$ cat config.mk
export PLATFORM = sky130hd
export DESIGN_NAME = dm_access_ctrl_flat
export DESIGN_NICKNAME = d
export VERILOG_FILES = /design/src/rtl/dm_access_ctrl_if.sv /design/src/rtl/dm_access_ctrl.sv /design/src/flat_wrapper.sv
export SDC_FILE = /design/constraint.sdc
export NUM_CORES = 1
export LEC_CHECK = 0
export ABC_AREA = 1
export CELL_PAD_IN_SITES_DETAIL_PLACEMENT = 1
export CELL_PAD_IN_SITES_GLOBAL_PLACEMENT = 1
export CORE_AREA = 10 10 128 130
export DETAILED_ROUTE_END_ITERATION = 6
export DIE_AREA = 0 0 138 140
export PLACE_DENSITY = 0.84
export SKIP_LAST_GASP = 1
export SYNTH_ARGS = -nofsm -noshare
export SYNTH_HDL_FRONTEND = slang
export SYNTH_SLANG_ARGS = --single-unit
$ cat constraint.sdc
create_clock -name clk -period 1.9 [get_ports clk]
set_input_delay 0.475 -clock clk [delete_from_list [all_inputs] [get_ports clk]]
set_output_delay 0.475 -clock clk [all_outputs]
set_load 0.05 [all_outputs]
$ cat src/rtl/dm_access_ctrl_if.sv
// dm_access_ctrl_if: handshaked data-memory bus between the MEM-stage sequencer and memory.
// The master drives the request and holds it until bus_ack; the slave acks for one cycle with
// bus_rdata valid alongside.
interface dm_access_ctrl_if;
   logic        bus_req;
   logic        bus_we;
   logic [31:0] bus_addr;
   logic [3:0]  bus_be;
   logic [31:0] bus_wdata;
   logic        bus_ack;
   logic [31:0] bus_rdata;

   modport master (
      output bus_req,
      output bus_we,
      output bus_addr,
      output bus_be,
      output bus_wdata,
      input  bus_ack,
      input  bus_rdata
   );

   modport slave (
      input  bus_req,
      input  bus_we,
      input  bus_addr,
      input  bus_be,
      input  bus_wdata,
      output bus_ack,
      output bus_rdata
   );
endinterface

$ cat src/rtl/dm_access_ctrl.sv
// dm_access_ctrl: MEM-stage sequencer turning a pipeline load/store into one bus transaction.
// Stalls the pipeline until the bus acks or the wait limit expires, then latches the raw read
// word, access type and addr[1:0] for the load-data extender.
// Build macro DM_ALIGN_CHECK_EN: when defined, misaligned accesses raise exc_adel/exc_ades
// instead of being issued; when undefined the exception outputs are tied low.
module dm_access_ctrl #(
   parameter int unsigned WAIT_MAX = 255
) (
   input  logic             clk,
   input  logic             reset_n,
   input  logic             mem_ld,
   input  logic             mem_st,
   input  logic [2:0]       mem_type,
   input  logic [31:0]      mem_addr,
   input  logic [31:0]      mem_wdata,
   output logic             stall,
   output logic             done,
   output logic             bus_err,
   output logic [2:0]       ld_type_q,
   output logic [1:0]       addr_low_q,
   output logic [31:0]      rdata_q,
   dm_access_ctrl_if.master bus,
   output logic             exc_adel,
   output logic             exc_ades
);
   // mem_type encoding shared with the load extender
   localparam logic [2:0] WordRead     = 3'd0;
   localparam logic [2:0] ByteSigned   = 3'd1;
   localparam logic [2:0] ByteUnsigned = 3'd2;
   localparam logic [2:0] HalfSigned   = 3'd3;
   localparam logic [2:0] HalfUnsigned = 3'd4;

   localparam int unsigned CntW = $clog2(WAIT_MAX + 1);
   localparam logic [CntW-1:0] CntLast = CntW'(WAIT_MAX - 1);

   typedef enum logic [1:0] {StIdle, StReq, StDone, StErr} state_e;

   state_e          state_q, state_d;
   logic [CntW-1:0] cnt_q, cnt_d;
   logic [2:0]      ld_type_d;
   logic [1:0]      addr_low_d;
   logic [31:0]     rdata_d;

   logic        req;
   logic        is_half;
   logic        is_byte;
   logic        misaligned;
   logic [3:0]  be;
   logic [31:0] wdata;
   logic        bus_req_c;
   logic        bus_we_c;
   logic [31:0] bus_addr_c;
   logic [3:0]  bus_be_c;
   logic [31:0] bus_wdata_c;

   assign req = mem_ld | mem_st;

   // Access width from mem_type; signedness is irrelevant here and unknown codes act as word
   always_comb begin
      is_half = 1'b0;
      is_byte = 1'b0;
      case (mem_type)
         ByteSigned, ByteUnsigned: is_byte = 1'b1;
         HalfSigned, HalfUnsigned: is_half = 1'b1;
         WordRead:                 ;
         default:                  ;
      endcase
   end

   // Lane enables and lane-replicated store data
   always_comb begin
      be    = 4'b1111;
      wdata = mem_wdata;
      if (is_byte) begin
         be    = 4'b0001 << mem_addr[1:0];
         wdata = {4{mem_wdata[7:0]}};
      end else if (is_half) begin
         be    = mem_addr[1] ? 4'b1100 : 4'b0011;
         wdata = {2{mem_wdata[15:0]}};
      end
   end

`ifdef DM_ALIGN_CHECK_EN
   assign misaligned = ((~is_half & ~is_byte) & (|mem_addr[1:0])) | (is_half & mem_addr[0]);
   // Exceptions only fire for a fresh request; no bus transaction is started for it
   assign exc_adel   = (state_q == StIdle) & mem_ld & misaligned;
   assign exc_ades   = (state_q == StIdle) & ~mem_ld & mem_st & misaligned;
`else
   assign misaligned = 1'b0;
   assign exc_adel   = 1'b0;
   assign exc_ades   = 1'b0;
`endif

   // Next state, wait counter, load latches and all handshake outputs
   always_comb begin
      state_d     = state_q;
      cnt_d       = cnt_q;
      ld_type_d   = ld_type_q;
      addr_low_d  = addr_low_q;
      rdata_d     = rdata_q;
      stall       = 1'b0;
      done        = 1'b0;
      bus_err     = 1'b0;
      bus_req_c   = 1'b0;
      bus_we_c    = 1'b0;
      bus_addr_c  = 32'h0;
      bus_be_c    = 4'h0;
      bus_wdata_c = 32'h0;
      unique case (state_q)
         StIdle: begin
            if (req && !misaligned) begin
               stall   = 1'b1;
               state_d = StReq;
               cnt_d   = '0;
            end
         end
         StReq: begin
            stall       = req;
            bus_req_c   = 1'b1;
            // A simultaneous load and store is treated as a load
            bus_we_c    = mem_st & ~mem_ld;
            bus_addr_c  = {mem_addr[31:2], 2'b00};
            bus_be_c    = be;
            bus_wdata_c = wdata;
            if (bus.bus_ack) begin
               state_d = StDone;
               if (mem_ld) begin
                  rdata_d    = bus.bus_rdata;
                  ld_type_d  = mem_type;
                  addr_low_d = mem_addr[1:0];
               end
            end else if (cnt_q == CntLast) begin
               state_d = StErr;
            end else begin
               cnt_d = cnt_q + 1'b1;
            end
         end
         StDone: begin
            done    = 1'b1;
            state_d = StIdle;
         end
         StErr: begin
            bus_err = 1'b1;
            state_d = StIdle;
         end
         default: state_d = StIdle;
      endcase
   end

   assign bus.bus_req   = bus_req_c;
   assign bus.bus_we    = bus_we_c;
   assign bus.bus_addr  = bus_addr_c;
   assign bus.bus_be    = bus_be_c;
   assign bus.bus_wdata = bus_wdata_c;

   // State, counter and extender latches; async reset abandons any transaction in flight
   always_ff @(posedge clk or negedge reset_n) begin
      if (!reset_n) begin
         state_q    <= StIdle;
         cnt_q      <= '0;
         ld_type_q  <= 3'h0;
         addr_low_q <= 2'h0;
         rdata_q    <= 32'h0;
      end else begin
         state_q    <= state_d;
         cnt_q      <= cnt_d;
         ld_type_q  <= ld_type_d;
         addr_low_q <= addr_low_d;
         rdata_q    <= rdata_d;
      end
   end
endmodule

$ cat src/flat_wrapper.sv
// flat-port wrapper written by rule: the top's interface ports become plain ports
module dm_access_ctrl_flat 
#(
   parameter int unsigned WAIT_MAX = 255
)
  (clk, reset_n, mem_ld, mem_st, mem_type, mem_addr, mem_wdata, stall, done, bus_err, ld_type_q, addr_low_q, rdata_q, exc_adel, exc_ades, bus_bus_req, bus_bus_we, bus_bus_addr, bus_bus_be, bus_bus_wdata, bus_bus_ack, bus_bus_rdata);
  dm_access_ctrl_if bus_i ();
  input  logic clk;
  input  logic reset_n;
  input  logic mem_ld;
  input  logic mem_st;
  input  logic [2:0] mem_type;
  input  logic [31:0] mem_addr;
  input  logic [31:0] mem_wdata;
  output logic stall;
  output logic done;
  output logic bus_err;
  output logic [2:0] ld_type_q;
  output logic [1:0] addr_low_q;
  output logic [31:0] rdata_q;
  output logic exc_adel;
  output logic exc_ades;
  output wire logic [$bits(bus_i.bus_req)-1:0] bus_bus_req;
  output wire logic [$bits(bus_i.bus_we)-1:0] bus_bus_we;
  output wire logic [$bits(bus_i.bus_addr)-1:0] bus_bus_addr;
  output wire logic [$bits(bus_i.bus_be)-1:0] bus_bus_be;
  output wire logic [$bits(bus_i.bus_wdata)-1:0] bus_bus_wdata;
  input wire logic [$bits(bus_i.bus_ack)-1:0] bus_bus_ack;
  input wire logic [$bits(bus_i.bus_rdata)-1:0] bus_bus_rdata;
  assign bus_bus_req = bus_i.bus_req;
  assign bus_bus_we = bus_i.bus_we;
  assign bus_bus_addr = bus_i.bus_addr;
  assign bus_bus_be = bus_i.bus_be;
  assign bus_bus_wdata = bus_i.bus_wdata;
  assign bus_i.bus_ack = bus_bus_ack;
  assign bus_i.bus_rdata = bus_bus_rdata;
  dm_access_ctrl #(.WAIT_MAX(WAIT_MAX)) u_core (.clk(clk), .reset_n(reset_n), .mem_ld(mem_ld), .mem_st(mem_st), .mem_type(mem_type), .mem_addr(mem_addr), .mem_wdata(mem_wdata), .stall(stall), .done(done), .bus_err(bus_err), .ld_type_q(ld_type_q), .addr_low_q(addr_low_q), .rdata_q(rdata_q), .bus(bus_i), .exc_adel(exc_adel), .exc_ades(exc_ades));
endmodule
### After elaboration in Yosys (flattened, before gate mapping)

Cells that the tools add are included.

* register bits after elaboration: 47
* bits of input ports: 104
* output and inout port bits: 112
* logic and storage cells: 54

* add/sub/neg operators: 1
* eq/ne operators: 12
* shifts and indexed selects: 1
* mux-type cells: 24
* bitwise operators: 3
* reductions and logical operators: 8

Operator list (number)
* 32-bit two-way mux: 4
* 8-bit two-way mux: 3
* 4-bit two-way mux: 4
* 8-bit one-hot mux with 2 select lines: 1
* 8-bit by 1-bit adder with 8-bit output (second input constant): 1
* 8-bit == test (second input constant): 1
* 1-bit two-way mux: 7
* 3-bit by 2-bit == test with 1-bit output (second input constant): 2
* 2-bit two-way mux: 3
* 2-bit one-hot mux with 3 select lines: 1
* 2-bit OR reduction: 3
* 2-bit == test (second input constant): 2
* 2-bit != test (second input constant): 2
* 4-bit AND reduction: 1
* 1-bit by 2-bit << shifter with 4-bit output (first input constant): 1
* 3-bit by 1-bit == test with 1-bit output (second input constant): 1
* 3-bit == test (second input constant): 1
* 3-bit by 2-bit != test with 1-bit output (second input constant): 1
* 3-bit AND reduction: 1
* 2-bit by 1-bit == test with 1-bit output (second input constant): 1
* 2-bit logical NOT: 1
* 2-bit by 1-bit != test with 1-bit output (second input constant): 1
* 1-bit one-hot mux with 2 select lines: 1
* 2-bit AND reduction: 1
* 4 further kinds: 4

### Logic depth before layout (Yosys ltp)

Gate-level depths: netlist of run 1.

* depth in word-level cells: 6
* gate-level depth with buffers: 10
* gate-level depth less buffers: 10

### Least setup slack after synthesis of run 1

OpenSTA, ideal clock, no wires.

* path kind: register to output
* from: register u_core.state_q[1]
* to: output port bus_bus_we
* arrival time: 1888 ps
* required time: 1425 ps
* slack: -463 ps
* stages on the path, launching flop included: 5
* buffers on the path: 1
* path through: dfrtp_1 > nor2_8 > inv_2 > buf_2 > nor3_1

* word-level cells in the longest chain between the ends: 2

RTL lines
* start, declared: line dm_access_ctrl.sv:38 `state_e state_q, state_d;`
* start signal, assigned: line dm_access_ctrl.sv:159 `state_q <= StIdle;`
* start signal, assigned: line dm_access_ctrl.sv:165 `state_q <= state_d;`
* 2-bit by 1-bit == test with 1-bit output: line dm_access_ctrl.sv:109 `unique case (state_q)`
* 1-bit two-way mux: line dm_access_ctrl.sv:109
* end, declared: line flat_wrapper.sv:24 `output wire logic [$bits(bus_i.bus_we)-1:0] bus_bus_we;`

Every way passes these cells.

### Worst setup path after layout of run 1

* from: register u_core.state_q[1]
* to: output port bus_bus_addr[21]

* word-level cells in the longest chain between the ends: 2

RTL lines
* 2-bit by 1-bit == test with 1-bit output: line dm_access_ctrl.sv:109
* 32-bit two-way mux: line dm_access_ctrl.sv:109
* end, declared: line flat_wrapper.sv:25 `output wire logic [$bits(bus_i.bus_addr)-1:0] bus_bus_addr;`

Every way passes these cells.

==> results.tsv, run 1 <==
stage	metric	value	unit
finish	drive_above_1_share	41.8	%
finish	final_cell_area	7050	um^2
cts	path_clk_slew	60	ps
timing	grt_setup_unrepaired	true	
synth	synth_area_leaders	dfrtp_1 (40%), nand2_1 (13%), inv_1 (11%)	
timing	setup_tns	-8530	ps
die	die_w	138	um
synth	ys.flop_type	dfrtp_1	
global_routing	grt_overflow	0	
drt	wl_met3	1.16	mm
synth	yosysTopAreaCellShare	39.5	%
drt	drt_iter0_markers	99	
power_and_ir_drop	total_leakage_power	0.00335	uW
timing	layout_setup_ws	-203	ps
job	drv_cap	0	
die	dieArea	19300	um^2
drt	routed_wl	17.7	mm
synth	yosys_warnings	0	
synth	syn_area_per_cell	6.67	um^2
synth	ys_ff_latch	47	
place	io_buffers	211	
cts	cts_max_level	2	
place	dp_hpwl	12.2	mm
die	start_util	21.6	%
cts	numCtsBuffers	5	
timing	max_freq	476	MHz
synth	yosys-top-cells-count	nand2_1 (103), inv_1 (88), nor2_1 (70), dfrtp_1 (47), o21ai_1 (34)	
global_routing	grt_pass1_vias	4467	
synth	syn_area	2980	um^2
setup_path	crit_type	reg -> out	
setup_path	arrival	1630	ps
status	outcome	finished with violations	
timing	min_period	2100	ps
cts	clkSinkCount	47	
global_routing	grt_pass1_wl	24.9	mm
power_and_ir_drop	p_per_area	1790	nW/um^2
synth	synth_edf_count	0	
cts	cts_root_buf	clkbuf_16	
setup_path	critPathCaptureType	output port	
synth	netlist_instances	446	
drt	topRoutingLayerUsed	met4	
finish	fill_cells	1567	
global_routing	antenna_found_initial	2	
global_routing	grt_max_degree	75	
drt	drc	0	
status	violations	setup timing	
drt	wl_met2	10.0	mm
place	place_congestion	0.853	
timing	slew_violations	0	
synth	ys_types	28	
synth	ys_seq_area_share	39.5	%
timing	finalCritPeriodShare	111	%
finish	syn2layout_area_growth	137	%
hold_path	hold_path.class	in -> async	
die	die_h	140	um
global_routing	track_usage	15.7	%
power_and_ir_drop	irDropWorstVdd	913	uV
timing	skew	4.62	ps
die	io_pins	216	
setup_path	cp-start-kind	flip-flop	
place	placed_area	5830	um^2
timing	finalHoldViolCount	0	
setup_path	cp_max_fo	9	
finish	nNetsFinal	796	
setup_path	required	1420	ps
synth	synth_most_common_cell	nand2_1	
drt	wl_met1	6.22	mm
synth	yosysTopAreaCell	dfrtp_1	
cts	cts_buffer_depth	2	
synth	ys_async_sr_fraction	100	%
drt	vias	3846	
die	rows	43	
drt	drt-vias-per-instance	4.41	
timing	finalSetupViolCount	67	
cts	cts_tree	done	
drt	dr.pass1.iters	4	
die	core	13800	um^2
cts	clock_latency	280	ps
drt	drtAntennaViolNets	0	
drt	wire_per_inst	20.3	um
[critical path: stages, from the launching register on]
cell	delay, ps
dfrtp_2	440
nor2_8	210
inv_8	80
buf_12	150
buf_16	160
nor2_4	110
buf_6	180
[metrics by stage]
stage / worst slack, ps / instances / hold WS (ps) / utilization [%] / power, uW
after floorplan: -121 / 449 / 179 / - / 6830
after global placement: -632 / 848 / 470 / 42.3 / 9980
after detailed placement: -696 / 848 / 477 / 42.3 / 10200
after CTS: -131 / 869 / 173 / 49.1 / 12200
after global routing: -243 / 872 / 181 / 51.1 / 13200
final: -203 / 873 / 151 / 51.2 / 12600
[cells by family after synthesis]
family / synth area share [%]
buffers and inverters: 17.3
and+or+nand+nor: 28.7
adders and majority gates: 0.841
xor gates and xnor gates: 0.589
other: 0.126
AOI/OAI and AO/OA: 13.0
DFF: 39.5
[final timing paths]
kind,start,to,slack [ps],depth (start not counted)
max,u_core.state_q[1],bus_bus_addr[21],-200,6
min,reset_n,u_core.rdata_q[16],150,1
max reg2reg,u_core.state_q[1],u_core.cnt_q[6],380,9
min reg2reg,u_core.rdata_q[2],u_core.rdata_q[2],490,2
max in group asynchronous,reset_n,u_core.state_q[1],1230,2
min in group clk,mem_type[1],u_core.ld_type_q[1],490,3
[placed cells by master (no fill, tap or decap), drive strengths merged]
master / synthesis / layout
a21oi: 20 / 20
buf: 20 / 154
clkbuf: 2 / 8
clkdlybuf4s50: 0 / 81
clkinvlp: 0 / 1
conb: 1 / 4
dfrtp: 47 / 47
diode: 0 / 2
dlygate4sd2: 0 / 16
dlymetal6s2s: 0 / 2
ha: 2 / 2
inv: 93 / 94
nand2: 108 / 109
nand3: 23 / 23
nor2: 73 / 73
nor3: 1 / 1
o21a: 1 / 1
o21ai: 52 / 52
o21bai: 1 / 1
xnor2: 1 / 1
xor2: 1 / 1
[flip-flops by register name, summed over array words and instances, names as in the netlist]
| name | cells |
|---|---|
| u_core.cnt_q | 8 |
| u_core.rdata_q | 32 |
| u_core.state_q | 2 |
| u_core.addr_low_q | 2 |
| u_core.ld_type_q | 3 |
[routing by layer]
metal | vias up | track usage (%)
met5 | - | 0
li1 | 1837 | -
met4 | 0 | 2.44
met1 | 1860 | 15.7
met3 | 12 | 5.27
met2 | 137 | 30.9
[cell type report]
| cell class | count | area (um^2) | share of cell area, % |
|---|---|---|---|
| Timing Repair Buffer | 255 | 2980 | 42.3 |
| Tap cell | 180 | 225 | 3.20 |
| Antenna cell | 2 | 5.00 | 0.0710 |
| Multi-Input combinational cell | 288 | 2140 | 30.3 |
| Inverter | 93 | 377 | 5.34 |
| Clock buffer | 6 | 129 | 1.83 |
| Sequential cell | 47 | 1180 | 16.7 |
| Clock inverter | 2 | 16.3 | 0.231 |
[timing repair]
action | CTS | global route
gates cloned | 5 | 2
setup buffers | 9 | 1
endpoints found under the setup margin | 67 | 68
gates resized for setup | 200 | 52
pin swaps | 32 | 8
hold buffers | 0 | 0
[where the power goes]
| group | switching, uW | total [uW] | internal (uW) | leakage, uW |
|---|---|---|---|---|
| Sequential | 291 | 1740 | 1450 | 0.000594 |
| Combinational | 6270 | 10000 | 3740 | 0.00269 |
| Clock | 372 | 865 | 493 | 0.0000675 |
Note: power is estimated with default switching activity, not from simulation.
==> inputs of run 2 (changes only) <==
Settings changed: CORE_AREA 10 10 128 130 to 10 10 176 96, DIE_AREA 0 0 138 140 to 0 0 186 106.
==> results.tsv, run 2 (same netlist as run 1, synthesis figures left out) <==
stage	metric	value	unit	change
cts	postCtsHoldBufs	0		unchanged
setup_path	r2r_slack	400	ps	+20 ps
cts	numCtsBuffers	5		unchanged
job	drv_cap	0		unchanged
timing	finalHoldViolCount	0		unchanged
power_and_ir_drop	seqPwrFrac	14.8	%	+1.0 points
cts	path_clk_slew	60	ps	about the same
place	place_congestion	0.859		+0.76%
die	dieArea	19700	um^2	+2.0%
timing	min_period	2040	ps	-65.4 ps
setup_path	critPathCaptureType	output port		
global_routing	grt_pass1_wl	24.5	mm	-1.5%
power_and_ir_drop	p_int	5320	uW	-6.3%
timing	finalSetupViolCount	67		unchanged
timing	slew_headroom	57.2	%	
timing	max_freq	491	MHz	+3.2%
finish	drive_above_1_share	41.7	%	-0.12 points
timing	layout_setup_ws	-137	ps	+65.4 ps
place	dp_hpwl	12.3	mm	+0.55%
setup_path	r2r_end	u_core.ld_type_q[1]		
setup_path	crit_type	in -> out		
timing	skew	7.29	ps	+2.67 ps
timing	grt_setup_unrepaired	true		
timing	setup_tns	-4990	ps	+3540 ps
setup_path	required	1420	ps	about the same
cts	clkSinkCount	47		unchanged
finish	regMostFlops	u_core.rdata_q		
global_routing	antenna_found_initial	2		unchanged
timing	finalCritPeriodShare	107	%	-3.4 points
drt	vias	3790		-1.5%
setup_path	cp-endpoint	bus_bus_wdata[27]		
drt	routed_wl	16.0	mm	-9.8%
die	rows	31		-28%
cts	cts_max_level	2		unchanged
die	die_h	106	um	-24%
hold_path	hold_path.class	in -> async		
timing	hold_ws	287	ps	+136 ps
power_and_ir_drop	power.total	11900	uW	-5.7%
cts	cts_tree	done		
drt	wire_per_inst	18.2	um	-10%
die	die_w	186	um	+35%
setup_path	r2r.worst_path.cells	6		-3
timing	slew_violations	0		unchanged
setup_path	arrival	1560	ps	-70 ps
setup_path	rr_startpoint	u_core.state_q[1]		
drt	drc	0		unchanged
cts	cts_buffer_depth	2		unchanged
power_and_ir_drop	power_frac_comb	77.2	%	-2.1 points
status	violations	setup timing		
power_and_ir_drop	p_sw	6570	uW	-5.3%
die	start_util	21.3	%	-0.29 points
finish	fill_cells	1580		+0.83%
timing	tightestPinTransition	642	ps	
power_and_ir_drop	irDropWorstVdd	1020	uV	+12%
finish	largest_reg_flops	32		unchanged
setup_path	cp-start-kind	input pin		
status	outcome	finished with violations		
drt	drtAntennaViolNets	0		unchanged
power_and_ir_drop	switching_share	55.2	%	+0.29 points
setup_path	cp_max_fo	8		-1
power_and_ir_drop	clkPwrFrac	8.0	%	+1.1 points
die	core	14000	um^2	+1.4%
global_routing	grt_max_degree	72		-4.0%
place	io_buffers	211		unchanged
drt	drt_iter0_markers	113		+14%
setup_path	cp-startpoint	mem_type[1]		
finish	nNetsFinal	798		+0.25%
global_routing	grt_overflow	0		unchanged
drt	drt-vias-per-instance	4.33		-1.8%
finish	final_common_cell	inv_1		
global_routing	track_usage	15.6	%	-0.022 points
cts	cts_root_buf	clkbuf_16		
power_and_ir_drop	total_leakage_power	0.00331	uW	-1.3%
finish	syn2layout_area_growth	128	%	
drt	dr.pass1.iters	4		unchanged
cts	clock_latency	290	ps	about the same
finish	mostFrequentLayoutCells	inv_1 (86), clkdlybuf4s50_1 (85), nand2_1 (84), buf_4 (66), buf_6 (50)		
die	io_pins	216		unchanged
finish	reg_top3	u_core.rdata_q x32, u_core.cnt_q x8, u_core.ld_type_q x3		
power_and_ir_drop	p_per_area	1750	nW/um^2	-2.1%
global_routing	grt_pass1_vias	4369		-2.2%
## run 2: cell count changes in the layout (fill, tap and decap cells not counted), sizes merged, moves of 2 or more
cell and delta:
dlygate4sd2 -7, clkdlybuf4s50 +4, buf +3, dlymetal6s2s +2, inv -2
## run 2: power groups by stage
stage | Combinational, uW | Clock [uW] | Sequential, uW
global placement | 8220 | 0 | 1740
detailed placement | 8390 | 0 | 1780
global route | 9650 | 1030 | 1820
finish | 9180 | 950 | 1760
CTS | 9080 | 985 | 1770
floorplan | 3690 | 0 | 3140
## run 2: metal layers
layer | global-route usage [%] | vias to the layer above | part of all wire, %
li1 | - | 1838 | -
met1 | 16.5 | 1816 | 38
met2 | 27.6 | 125 | 50
met3 | 8.49 | 11 | 12
met4 | 2.23 | 0 | 0.89
met5 | 0 | - | 0
## run 2: how the worst min path moves through the flow
stage,from,end,slack [ps],cells past startpoint
global route,reset_n,u_core.cnt_q[4],330,2
global placement,u_core.rdata_q[11],u_core.rdata_q[11],470,2
finish,reset_n,u_core.cnt_q[4],290,2
detailed placement,u_core.rdata_q[23],u_core.rdata_q[23],490,2
CTS,reset_n,u_core.cnt_q[4],300,2
floorplan,reset_n,u_core.addr_low_q[0],180,0
## run 2: stage by stage
stage	util (%)	setup slack, ps	cells	cell area [um^2]
6_report	48.6	-137	876	6790
3_5_place_dp	41.6	-662	850	5810
5_1_grt	48.6	-198	875	6780
3_3_place_gp	41.6	-621	850	5810
2_1_floorplan	-	-121	449	3270
4_1_cts	47.3	-150	870	6600
## run 2: layout make-up
type / count / area (um^2) / area share, %
antenna: 2 / 5.00 / 0.0738
clock buffer: 7 / 153 / 2.25
clock inverter: 1 / 7.51 / 0.111
inverter: 93 / 375 / 5.53
multi-input combinational: 288 / 1980 / 29.2
sequential: 47 / 1180 / 17.4
tap: 181 / 226 / 3.34
timing repair buffer: 257 / 2860 / 42.2
## run 2: worst max-delay path, cell delays in order
cell and delay (ps):
buf_12 120, o21ai_4 210, buf_6 170, nand3_1 100, nand2_1 110, nand2_2 70
a21oi_4 140, buf_12 160
## run 2: timing repair
action	CTS	global route
gates resized for setup	162	36
buffers inserted	9	5
setup endpoints to repair	67	67
cloned	3	1
pin swaps	22	16
==> variant, RTL diff (settings of run 1) <==
The 4 states of `state_e` get a one-hot encoding in 4 bits.
--- a/src/rtl/dm_access_ctrl.sv
+++ b/src/rtl/dm_access_ctrl.sv
@@ -33,7 +33,7 @@
    localparam int unsigned CntW = $clog2(WAIT_MAX + 1);
    localparam logic [CntW-1:0] CntLast = CntW'(WAIT_MAX - 1);
 
-   typedef enum logic [1:0] {StIdle, StReq, StDone, StErr} state_e;
+   typedef enum logic [3:0] {StIdle = 4'b0001, StReq = 4'b0010, StDone = 4'b0100, StErr = 4'b1000} state_e;
 
    state_e          state_q, state_d;
    logic [CntW-1:0] cnt_q, cnt_d;
Behaviour: no difference found for any inputs over 4 cycles, from zero or initial values and one cycle with reset_n low; so few cycles prove little.
==> variant against run 1 <==
- the run still ends with setup timing left
- worst setup slack worse by 0.043 ns
- largest cell class unchanged
- wire length increased by 2.3%
- area after synthesis increased by 4.2%
- power fell by 18%
- hold slack got worse by 0.0071 ns
- cell area is 5.3% higher
- register-to-register slack got worse by 0.14 ns
- sequential share of layout area fell by 0.12 points
- count of clock-buffer cells in the layout down 1
- sequential cell count grew 2
==> variant: results <==
group,metric,value,unit
placement,gp_congestion,0.823,
logic_synthesis,synthAdderAreaFrac,0.00807,
outcome,outcome,"finished with violations",
grt,met2_usage,0.301,
worst_setup_path,critPathLaunch,"mem_type[0]",
routing,drt-initial-drc-count,164,
logic_synthesis,synth.top_cells.by_count,"155 x nand2_1, 77 x nor2_1, 52 x inv_1, 48 x dfrtp_1, 45 x nand3_1",
finish,top_regs,"u_core.rdata_q: 32 flops, u_core.cnt_q: 8 flops, u_core.state_q: 4 flops",
timing,fin_ws,-0.246,ns
worst_setup_path,r2r-start,"u_core.state_q[3]",
grt,grt_pass1_vias,4727,
logic_synthesis,yosys.cell_types.count,27,
logic_synthesis,synth_compound_area_frac,0.0637,
grt,grtUsageTotal,0.174,
timing,setup_violations,69,
worst_setup_path,arrival,1.67,ns
worst_setup_path,cp_top_family,"simple AND/OR/NAND/NOR gates",
timing,whs,0.144,ns
outcome,violations,"setup timing",
timing,fin_skew,0.00443,ns
placement,place_hpwl,13200,um
finish,nNetsFinal,818,
finish,fillers,1529,
grt,grtUsageMet1,0.184,
worst_setup_path,path_max_fanout,6,
variant: cell type report:
| class | instances | share of cell area |
|---|---|---|
| Antenna cell | 1 | 0.000337 |
| Tap cell | 180 | 0.0303 |
| Sequential cell | 49 | 0.166 |
| Clock buffer | 5 | 0.0169 |
| Inverter | 58 | 0.0330 |
| Multi-Input combinational cell | 346 | 0.312 |
| Timing Repair Buffer | 252 | 0.433 |
| Clock inverter | 3 | 0.00877 |
variant: layer usage:
layer / vias up / share of wire
met5: - / 0
met2: 195 / 0.50
li1: 1922 / -
met1: 1977 / 0.37
met3: 11 / 0.12
met4: 0 / 0.011
variant: timing repair:
action | in CTS | in global routing
buffers inserted | 11 | 4
gates cloned | 3 | 1
resized for setup | 134 | 30
setup endpoints to repair | 69 | 70
pin swaps | 24 | 18
variant: where the power goes:
group          total [mW]  switching [mW]  internal [mW]
Combinational        7.42            4.66           2.75
Sequential           1.77           0.289           1.48
Clock                1.12           0.374          0.751
Total                10.3            5.33           4.98
